## src/rtl/spi_slave_rx_mode1.sv

```systemverilog
// SPI mode-1 (CPOL=0, CPHA=1) slave receiver: oversampled pins, MSB-first byte
// capture on SCLK falling edges, one holding register with overrun/frame-error pulses.
module spi_slave_rx_mode1 #(
    parameter int SYNC_STAGES = 2
) (
    input  logic       In_clk,
    input  logic       In_rst_n,
    input  logic       In_spi_cs_n,
    input  logic       In_spi_sclk,
    input  logic       In_spi_mosi,
    input  logic       In_rx_ready,
    output logic [7:0] Out_rx_data,
    output logic       Out_rx_valid,
    output logic       Out_rx_busy,
    output logic       Out_rx_overrun,
    output logic       Out_frame_err
);
    localparam int FILL_W = $clog2(SYNC_STAGES + 2);
    localparam logic [FILL_W-1:0] FILL_DONE = FILL_W'(SYNC_STAGES + 1);

    typedef enum logic {IDLE, ACTIVE} state_t;

    state_t                 state_q, state_d;
    logic [SYNC_STAGES-1:0] csSync_q, sclkSync_q, mosiSync_q;
    logic                   csPrev_q, sclkPrev_q;
    logic [FILL_W-1:0]      fill_q, fill_d;
    logic [2:0]             bitCnt_q, bitCnt_d;
    logic [7:0]             shift_q, shift_d;
    logic [7:0]             data_q, data_d;
    logic                   valid_q, valid_d;
    logic                   overrun_q, overrun_d;
    logic                   frameErr_q, frameErr_d;

    logic       csS, sclkS, mosiS;
    logic       edgesEn, csFall, csRise, sclkFall;
    logic       capture, complete;
    logic [7:0] newByte;

    always_ff @(posedge In_clk or negedge In_rst_n) begin
        if (!In_rst_n) begin
            csSync_q   <= '1;
            sclkSync_q <= '0;
            mosiSync_q <= '0;
            csPrev_q   <= 1'b1;
            sclkPrev_q <= 1'b0;
            fill_q     <= '0;
        end else begin
            csSync_q   <= {csSync_q[SYNC_STAGES-2:0], In_spi_cs_n};
            sclkSync_q <= {sclkSync_q[SYNC_STAGES-2:0], In_spi_sclk};
            mosiSync_q <= {mosiSync_q[SYNC_STAGES-2:0], In_spi_mosi};
            csPrev_q   <= csS;
            sclkPrev_q <= sclkS;
            fill_q     <= fill_d;
        end
    end

    // Edges are suppressed until the chains hold real pin samples, so a CS_N
    // already low at reset release is not mistaken for a falling edge.
    always_comb begin
        csS      = csSync_q[SYNC_STAGES-1];
        sclkS    = sclkSync_q[SYNC_STAGES-1];
        mosiS    = mosiSync_q[SYNC_STAGES-1];
        edgesEn  = (fill_q == FILL_DONE);
        fill_d   = edgesEn ? fill_q : fill_q + 1'b1;
        csFall   = edgesEn & csPrev_q & ~csS;
        csRise   = edgesEn & ~csPrev_q & csS;
        sclkFall = edgesEn & sclkPrev_q & ~sclkS;
    end

    always_ff @(posedge In_clk or negedge In_rst_n) begin
        if (!In_rst_n) state_q <= IDLE;
        else           state_q <= state_d;
    end

    always_comb begin
        state_d = state_q;
        case (state_q)
            IDLE:    if (csFall) state_d = ACTIVE;
            ACTIVE:  if (csRise) state_d = IDLE;
            default: state_d = IDLE;
        endcase
    end

    always_comb begin
        Out_rx_busy = (state_q == ACTIVE);
    end

    always_comb begin
        bitCnt_d   = bitCnt_q;
        shift_d    = shift_q;
        data_d     = data_q;
        valid_d    = valid_q;
        overrun_d  = 1'b0;
        frameErr_d = 1'b0;
        capture    = (state_q == ACTIVE) && sclkFall && !csS;
        complete   = capture && (bitCnt_q == 3'd7);
        newByte    = {shift_q[6:0], mosiS};

        if (state_q == IDLE && csFall) begin
            bitCnt_d = '0;
            shift_d  = '0;
        end else if (state_q == ACTIVE && csRise) begin
            bitCnt_d   = '0;
            frameErr_d = (bitCnt_q != 3'd0);
        end else if (capture) begin
            shift_d  = newByte;
            bitCnt_d = bitCnt_q + 3'd1;
        end

        if (complete) begin
            if (!valid_q || In_rx_ready) begin
                data_d  = newByte;
                valid_d = 1'b1;
            end else begin
                overrun_d = 1'b1;
            end
        end else if (valid_q && In_rx_ready) begin
            valid_d = 1'b0;
        end
    end

    always_ff @(posedge In_clk or negedge In_rst_n) begin
        if (!In_rst_n) begin
            bitCnt_q   <= '0;
            shift_q    <= '0;
            data_q     <= '0;
            valid_q    <= 1'b0;
            overrun_q  <= 1'b0;
            frameErr_q <= 1'b0;
        end else begin
            bitCnt_q   <= bitCnt_d;
            shift_q    <= shift_d;
            data_q     <= data_d;
            valid_q    <= valid_d;
            overrun_q  <= overrun_d;
            frameErr_q <= frameErr_d;
        end
    end

    assign Out_rx_data    = data_q;
    assign Out_rx_valid   = valid_q;
    assign Out_rx_overrun = overrun_q;
    assign Out_frame_err  = frameErr_q;

endmodule

```

## config.mk

```make
export PLATFORM = sky130hd
export DESIGN_NAME = spi_slave_rx_mode1
export DESIGN_NICKNAME = d
export VERILOG_FILES = /design/src/rtl/spi_slave_rx_mode1.sv
export SDC_FILE = /design/constraint.sdc
export NUM_CORES = 1
export LEC_CHECK = 0
export ABC_CLOCK_PERIOD_IN_PS = 2500
export CAP_MARGIN = 5
export CORE_MARGIN = 2
export CORE_UTILIZATION = 50
export DETAILED_ROUTE_END_ITERATION = 8
export GPL_ROUTABILITY_DRIVEN = 0
export MAX_ROUTING_LAYER = met4
export PLACE_DENSITY_LB_ADDON = 0.25
export SLEW_MARGIN = 15
export SYNTH_ARGS = -nofsm -noshare
export SYNTH_HDL_FRONTEND = slang
export SYNTH_SLANG_ARGS = --single-unit
```

## constraint.sdc

```tcl
create_clock -name In_clk -period 2.5 [get_ports In_clk]
set_input_delay 0.25 -clock In_clk [delete_from_list [all_inputs] [get_ports In_clk]]
set_output_delay 0.25 -clock In_clk [all_outputs]
set_load 0.01 [all_outputs]
```

==> flow_metrics.py, run 1 <==
metrics = {
    "die": {
        "core_um2": 2410,
        "die_h_um": 53.9,
        "rows": 18,
        "die_area_um2": 2910,
        "die_w_um": 53.9,
        "initial_core_util": 0.517,
        "ioPinCount": 18,
    },
    "route": {
        "drtIter0Drc": 13,
        "routed_via_density": 5.21,
        "wl_per_cell_um": 13.8,
        "num_vias": 703,
        "dr.pass1.iters": 4,
        "drc_errors": 0,
        "wl_um": 1860,
        "antenna_left": 0,
    },
    "timing": {
        "worst_slew_pin_slew_ps": 703,
        "fmaxAchievable_mhz": 528,
        "grt_setup_unrepaired": "false",
        "hold_viol": 0,
        "finalCritPeriodShare": 0.757,
        "setup_tns_ps": 0,
        "setup_violations": 0,
        "period_needed_ps": 1890,
        "maxSlewHeadroom": 0.529,
        "report.final.slew_viol_count": 0,
        "finalClockSkew_ps": 6.60,
    },
    "outcome": {
        "status": "finished clean",
    },
    "synth": {
        "ys_types": 24,
        "synth_edf_count": 0,
        "synth.avg_cell_area_um2": 15.4,
        "yosys.area.top_type_share": 0.583,
        "ys_async_sr_fraction": 1.00,
        "yosysSeqAreaShare": 0.646,
        "yosysMostFrequentCell": "dfrtp_1",
        "synthCells": 81,
        "ys_top_cells_by_area": "dfrtp_1 (58%), mux2_4 (9.6%), dfstp_2 (6.3%)",
        "netlist_area_um2": 1240,
        "synth_common_cells": "dfrtp_1 (29), a22o_1 (9), mux2_4 (8)",
        "yosys_most_used_dff": "dfrtp_1",
        "yosys.area.top_type": "dfrtp_1",
        "synth_fp_nets": 91,
        "ys_warn_count": 0,
        "synth_seq_cells": 32,
    },
    "layout": {
        "drive_gt1_frac": 0.238,
        "fin_cells": 135,
        "layout.nets": 114,
        "area_growth_syn_to_layout_pct": 21.0,
        "diodes": 0,
    },
    "cts": {
        "ctsHoldBuffers": 0,
        "clk-insertion-delay-late_ps": 330,
        "path_clk_slew_ps": 100,
        "clockBufferDepth": 2,
        "cts_tree": "done",
        "htreeDepth": 2,
        "cts.sinks": 32,
        "numCtsBuffers": 5,
        "cts-resized-gates": 0,
        "post_cts_buffers": 0,
        "cts-root-buf": "clkbuf_4",
    },
    "setup_path": {
        "end_kind": "flop",
        "crit_type": "reg -> reg",
        "worst_setup_path_start_kind": "flop",
        "cp.required_ps": 2720,
        "cp.arrival_ps": 2120,
        "crit_fanout": 8,
    },
    "global_route": {
        "grt.total_usage": 0.169,
        "grt_start_max_net_pins": 33,
        "antenna_found_initial": 0,
        "grt_pass1_wl_um": 3110,
        "grt_overflow_total": 0,
        "grt_pass1_vias": 698,
    },
    "power": {
        "ir_drop_uv": 444,
        "finalPower_mw": 0.909,
        "cellPowerDensity_nw_per_um2": 603,
        "leakagePower_nw": 0.730,
    },
    "hold_path": {
        "hp-class": "in -> async",
    },
    "run": {
        "drv_cap": 0,
    },
    "placement": {
        "io_buffer_count": 17,
        "placedCellCount": 127,
        "dp_hpwl_um": 1330,
    },
}
-- final cells by class --
class                   count  area [µm²]
multi-input cells          43         410
repair buffers             18         178
clock inverters             2        10.0
fillers                   179         903
clock buffers               6        51.3
well taps                  30        37.5
inverters                   4        15.0
flip-flops and latches     32         805
-- worst max-delay path, stage by stage, from the launching register on --
cell      delay [ps]
dfrtp_1          380
ha_1             310
nand2b_2         120
or4b_4           650
mux2_4           340
-- routing by layer --
layer	vias up	global-route usage	wire length, µm	part of all wire
li1	334	-	-	-
met1	343	0.197	836	0.45
met2	19	0.244	859	0.46
met3	7	0.0583	111	0.060
met4	0	0.115	53	0.028
met5	-	-	0	0
-- registers in the layout, summed over array words and instances, names as in the netlist, 2 cells and up --
register / cells
Out_rx_data: 8
bitCnt_q: 3
csSync_q: 2
fill_q: 2
mosiSync_q: 2
sclkSync_q: 2
shift_q: 7
-- cells by family after synthesis --
kind of cell	synth area share
buffers and inverters	0.0241
xor gates and xnor gates	0.00704
adders and majority gates	0.0402
muxes	0.115
DFF	0.646
AOI/OAI and AO/OA	0.103
and+or+nand+nor	0.0653
-- layout by cell type (no fill, tap or decap), drive strengths merged, types with 2 or more instances in the layout --
| cell type | synthesis | final |
|---|---|---|
| o21ai | 2 | 2 |
| dfrtp | 29 | 29 |
| a22o | 9 | 9 |
| nand2b | 3 | 3 |
| a21o | 2 | 2 |
| mux2 | 10 | 10 |
| clkdlybuf4s50 | 0 | 17 |
| ha | 4 | 4 |
| nor2b | 4 | 4 |
| clkinv | 0 | 2 |
| dfstp | 3 | 3 |
| clkbuf | 1 | 6 |
| inv | 4 | 4 |
-- worst paths after layout --
| kind | from | to | slack, ps | cells after the start |
|---|---|---|---|---|
| max | fill_q[0]$_DFFE_PN0P_ | Out_rx_data[2]$_DFFE_PN0P_ | 610 | 4 |
| min | In_rst_n | Out_rx_data[5]$_DFFE_PN0P_ | 300 | 2 |
| max reg2reg | fill_q[0]$_DFFE_PN0P_ | Out_rx_data[2]$_DFFE_PN0P_ | 610 | 4 |
| min reg2reg | sclkSync_q[0]$_DFF_PN0_ | sclkSync_q[1]$_DFF_PN0_ | 360 | 0 |
| max in group asynchronous | In_rst_n | csPrev_q$_DFF_PN1_ | 1880 | 2 |
| min in group In_clk | In_spi_cs_n | csSync_q[0]$_DFF_PN1_ | 320 | 1 |
-- report_power, final --
group	internal [mW]	switching, mW
Combinational	0.0284	0.0267
Sequential	0.537	0.0151
Clock	0.134	0.168
Total	0.699	0.210
-- per-stage QoR --
stage,setup slack [ps],cell area [µm²],hold slack [ps],util
global route,549,1510,312,0.625
detailed placement,626,1450,337,0.600
floorplan,713,1240,-45.6,-
CTS,606,1510,310,0.625
global placement,669,1450,333,0.600
finish,607,1510,303,0.625
Power figures use the tool's default switching activity.
==> run 2: changes to the inputs <==
--- a/config.mk
+++ b/config.mk
@@ -5,10 +5,10 @@
 export SDC_FILE = /design/constraint.sdc
 export NUM_CORES = 1
 export LEC_CHECK = 0
-export ABC_CLOCK_PERIOD_IN_PS = 2500
+export ABC_CLOCK_PERIOD_IN_PS = 1700
 export CAP_MARGIN = 5
 export CORE_MARGIN = 2
-export CORE_UTILIZATION = 50
+export CORE_UTILIZATION = 47
 export DETAILED_ROUTE_END_ITERATION = 8
 export GPL_ROUTABILITY_DRIVEN = 0
 export MAX_ROUTING_LAYER = met4
==> constraint.sdc (replaced) <==
create_clock -name In_clk -period 1.7 [get_ports In_clk]
set_input_delay 0.17 -clock In_clk [delete_from_list [all_inputs] [get_ports In_clk]]
set_output_delay 0.17 -clock In_clk [all_outputs]
set_load 0.01 [all_outputs]
==> flow_metrics.py, run 2 (same netlist as run 1, synthesis figures left out) <==
metrics = {
    "cts": {
        "cts-root-buf": "clkbuf_4",
        "cts_tree": "done",
        "numCtsBuffers": 5,
        "ctsHoldBuffers": 0,
        "path_clk_slew_ps": 100,
        "clockBufferDepth": 2,
        "htreeDepth": 2,
        "clk-insertion-delay-late_ps": 320,
        "cts.sinks": 32,
    },
    "setup_path": {
        "worst_setup_path_start_kind": "flop",
        "r2r_slack_ps": -1,
        "rr_worst_depth": 4,
        "crit_fanout": 8,
        "end_kind": "flop",
        "crit_type": "reg -> reg",
        "reg2reg_from": "bitCnt_q[0]$_DFFE_PN0P_",
        "r2r-end": "Out_rx_data[4]$_DFFE_PN0P_",
        "cp.arrival_ps": 1910,
        "cp.required_ps": 1910,
    },
    "die": {
        "rows": 18,
        "die_area_um2": 3080,
        "core_um2": 2500,
        "die_w_um": 55.5,
        "initial_core_util": 0.498,
        "die_h_um": 55.5,
        "ioPinCount": 18,
    },
    "timing": {
        "finalCritPeriodShare": 1.00,
        "period_needed_ps": 1700,
        "holdWs_ps": 236,
        "hold_viol": 0,
        "setup_violations": 1,
        "worst_slack_ps": -1.45,
        "report.final.slew_viol_count": 0,
        "maxSlewHeadroom": 0.728,
        "fmaxAchievable_mhz": 588,
        "finalClockSkew_ps": 9.24,
        "worst_slew_pin_slew_ps": 408,
        "grt_setup_unrepaired": "true",
    },
    "global_route": {
        "grt_overflow_total": 0,
        "met2_usage": 0.228,
        "antenna_found_initial": 0,
        "grt_pass1_vias": 797,
        "grt_pass1_wl_um": 3660,
        "grt.total_usage": 0.156,
        "grt_use_met3": 0.0515,
        "grt_start_max_net_pins": 33,
        "met1_usage": 0.210,
        "top_usage_layer": "met2",
    },
    "layout": {
        "layout_commonest_cell": "dfrtp_1",
        "drive_gt1_frac": 0.322,
        "fin_util": 0.650,
        "mostFrequentLayoutCells": "dfrtp_1 (29), clkdlybuf4s50_1 (17), buf_4 (11)",
        "layout.nets": 124,
        "largest_reg_flops": 8,
        "area_growth_syn_to_layout_pct": 30.5,
        "diodes": 0,
    },
    "route": {
        "num_vias": 739,
        "routed_via_density": 5.10,
        "dr.pass1.iters": 4,
        "antenna_left": 0,
        "wl_per_cell_um": 14.5,
        "drc_errors": 0,
        "drtIter0Drc": 15,
        "wl_um": 2100,
    },
    "power": {
        "p_sw_frac": 0.214,
        "cellPowerDensity_nw_per_um2": 905,
        "finalPower_mw": 1.47,
        "leakagePower_nw": 0.779,
        "power.switching_mw": 0.314,
        "power_frac_comb": 0.073,
        "power.internal_mw": 1.16,
        "power_frac_seq": 0.550,
        "p_clk_frac": 0.378,
        "ir_drop_uv": 734,
    },
    "hold_path": {
        "hp-class": "in -> async",
    },
    "outcome": {
        "status": "finished with violations",
        "violations": "setup timing",
    },
    "run": {
        "drv_cap": 0,
    },
    "placement": {
        "io_buffer_count": 17,
        "dp_hpwl_um": 1360,
    },
}
==> run 2: power by group through the flow <==
stage	Combinational, mW	Sequential [mW]	Clock, mW
final	0.107	0.807	0.555
after global routing	0.119	0.811	0.602
after CTS	0.107	0.807	0.568
after detailed placement	0.103	0.822	0
after global placement	0.100	0.819	0
after floorplan	0.0389	0.822	0
==> run 2: worst max-delay path by stage <==
stage | startpoint | end
floorplan | Out_rx_busy$_DFF_PN0_ | Out_rx_data[0]$_DFFE_PN0P_
global placement | In_rx_ready | Out_rx_data[0]$_DFFE_PN0P_
detailed placement | In_rx_ready | Out_rx_data[1]$_DFFE_PN0P_
CTS | bitCnt_q[1]$_DFFE_PN0P_ | Out_rx_data[1]$_DFFE_PN0P_
global route | bitCnt_q[0]$_DFFE_PN0P_ | Out_rx_data[4]$_DFFE_PN0P_
finish | bitCnt_q[0]$_DFFE_PN0P_ | Out_rx_data[4]$_DFFE_PN0P_
==> run 2: repair_timing <==
| action | 4_1_cts | 5_1_grt |
|---|---|---|
| endpoints found under the setup margin | 8 | 8 |
| setup buffers | 1 | 1 |
| gates resized for setup | 3 | 0 |
| pin swaps | 1 | 1 |
==> run 2: worst max-delay path, stage by stage, from the launching register on <==
cell	delay [ps]
dfrtp_1	370
ha_2	200
ha_4	130
or4b_4	560
mux2_4	330
==> run 2: metrics by stage <==
stage / worst slack, ps / cell area (µm²) / setup TNS, ps / cells
after floorplan: 6.41 / 1260 / 0 / 81
after global placement: -59.7 / 1520 / -472 / 135
after detailed placement: -71.1 / 1520 / -540 / 135
after CTS: -2.95 / 1620 / -4.13 / 144
after global routing: -51.4 / 1620 / -358 / 145
final: -1.45 / 1620 / -1.45 / 145
==> run 2: final cells by class <==
type	count	area (µm²)
Timing Repair Buffer	28	253
Clock inverter	2	35.0
Multi-Input combinational cell	43	438
Inverter	4	15.0
Tap cell	30	37.5
Clock buffer	6	41.3
Fill cell	199	876
Sequential cell	32	805
==> run 2: per-layer routing <==
layer / vias up / routed length (µm)
li1: 354 / -
met1: 368 / 989
met2: 15 / 1010
met3: 2 / 94
met4: 0 / 6
met5: - / 0
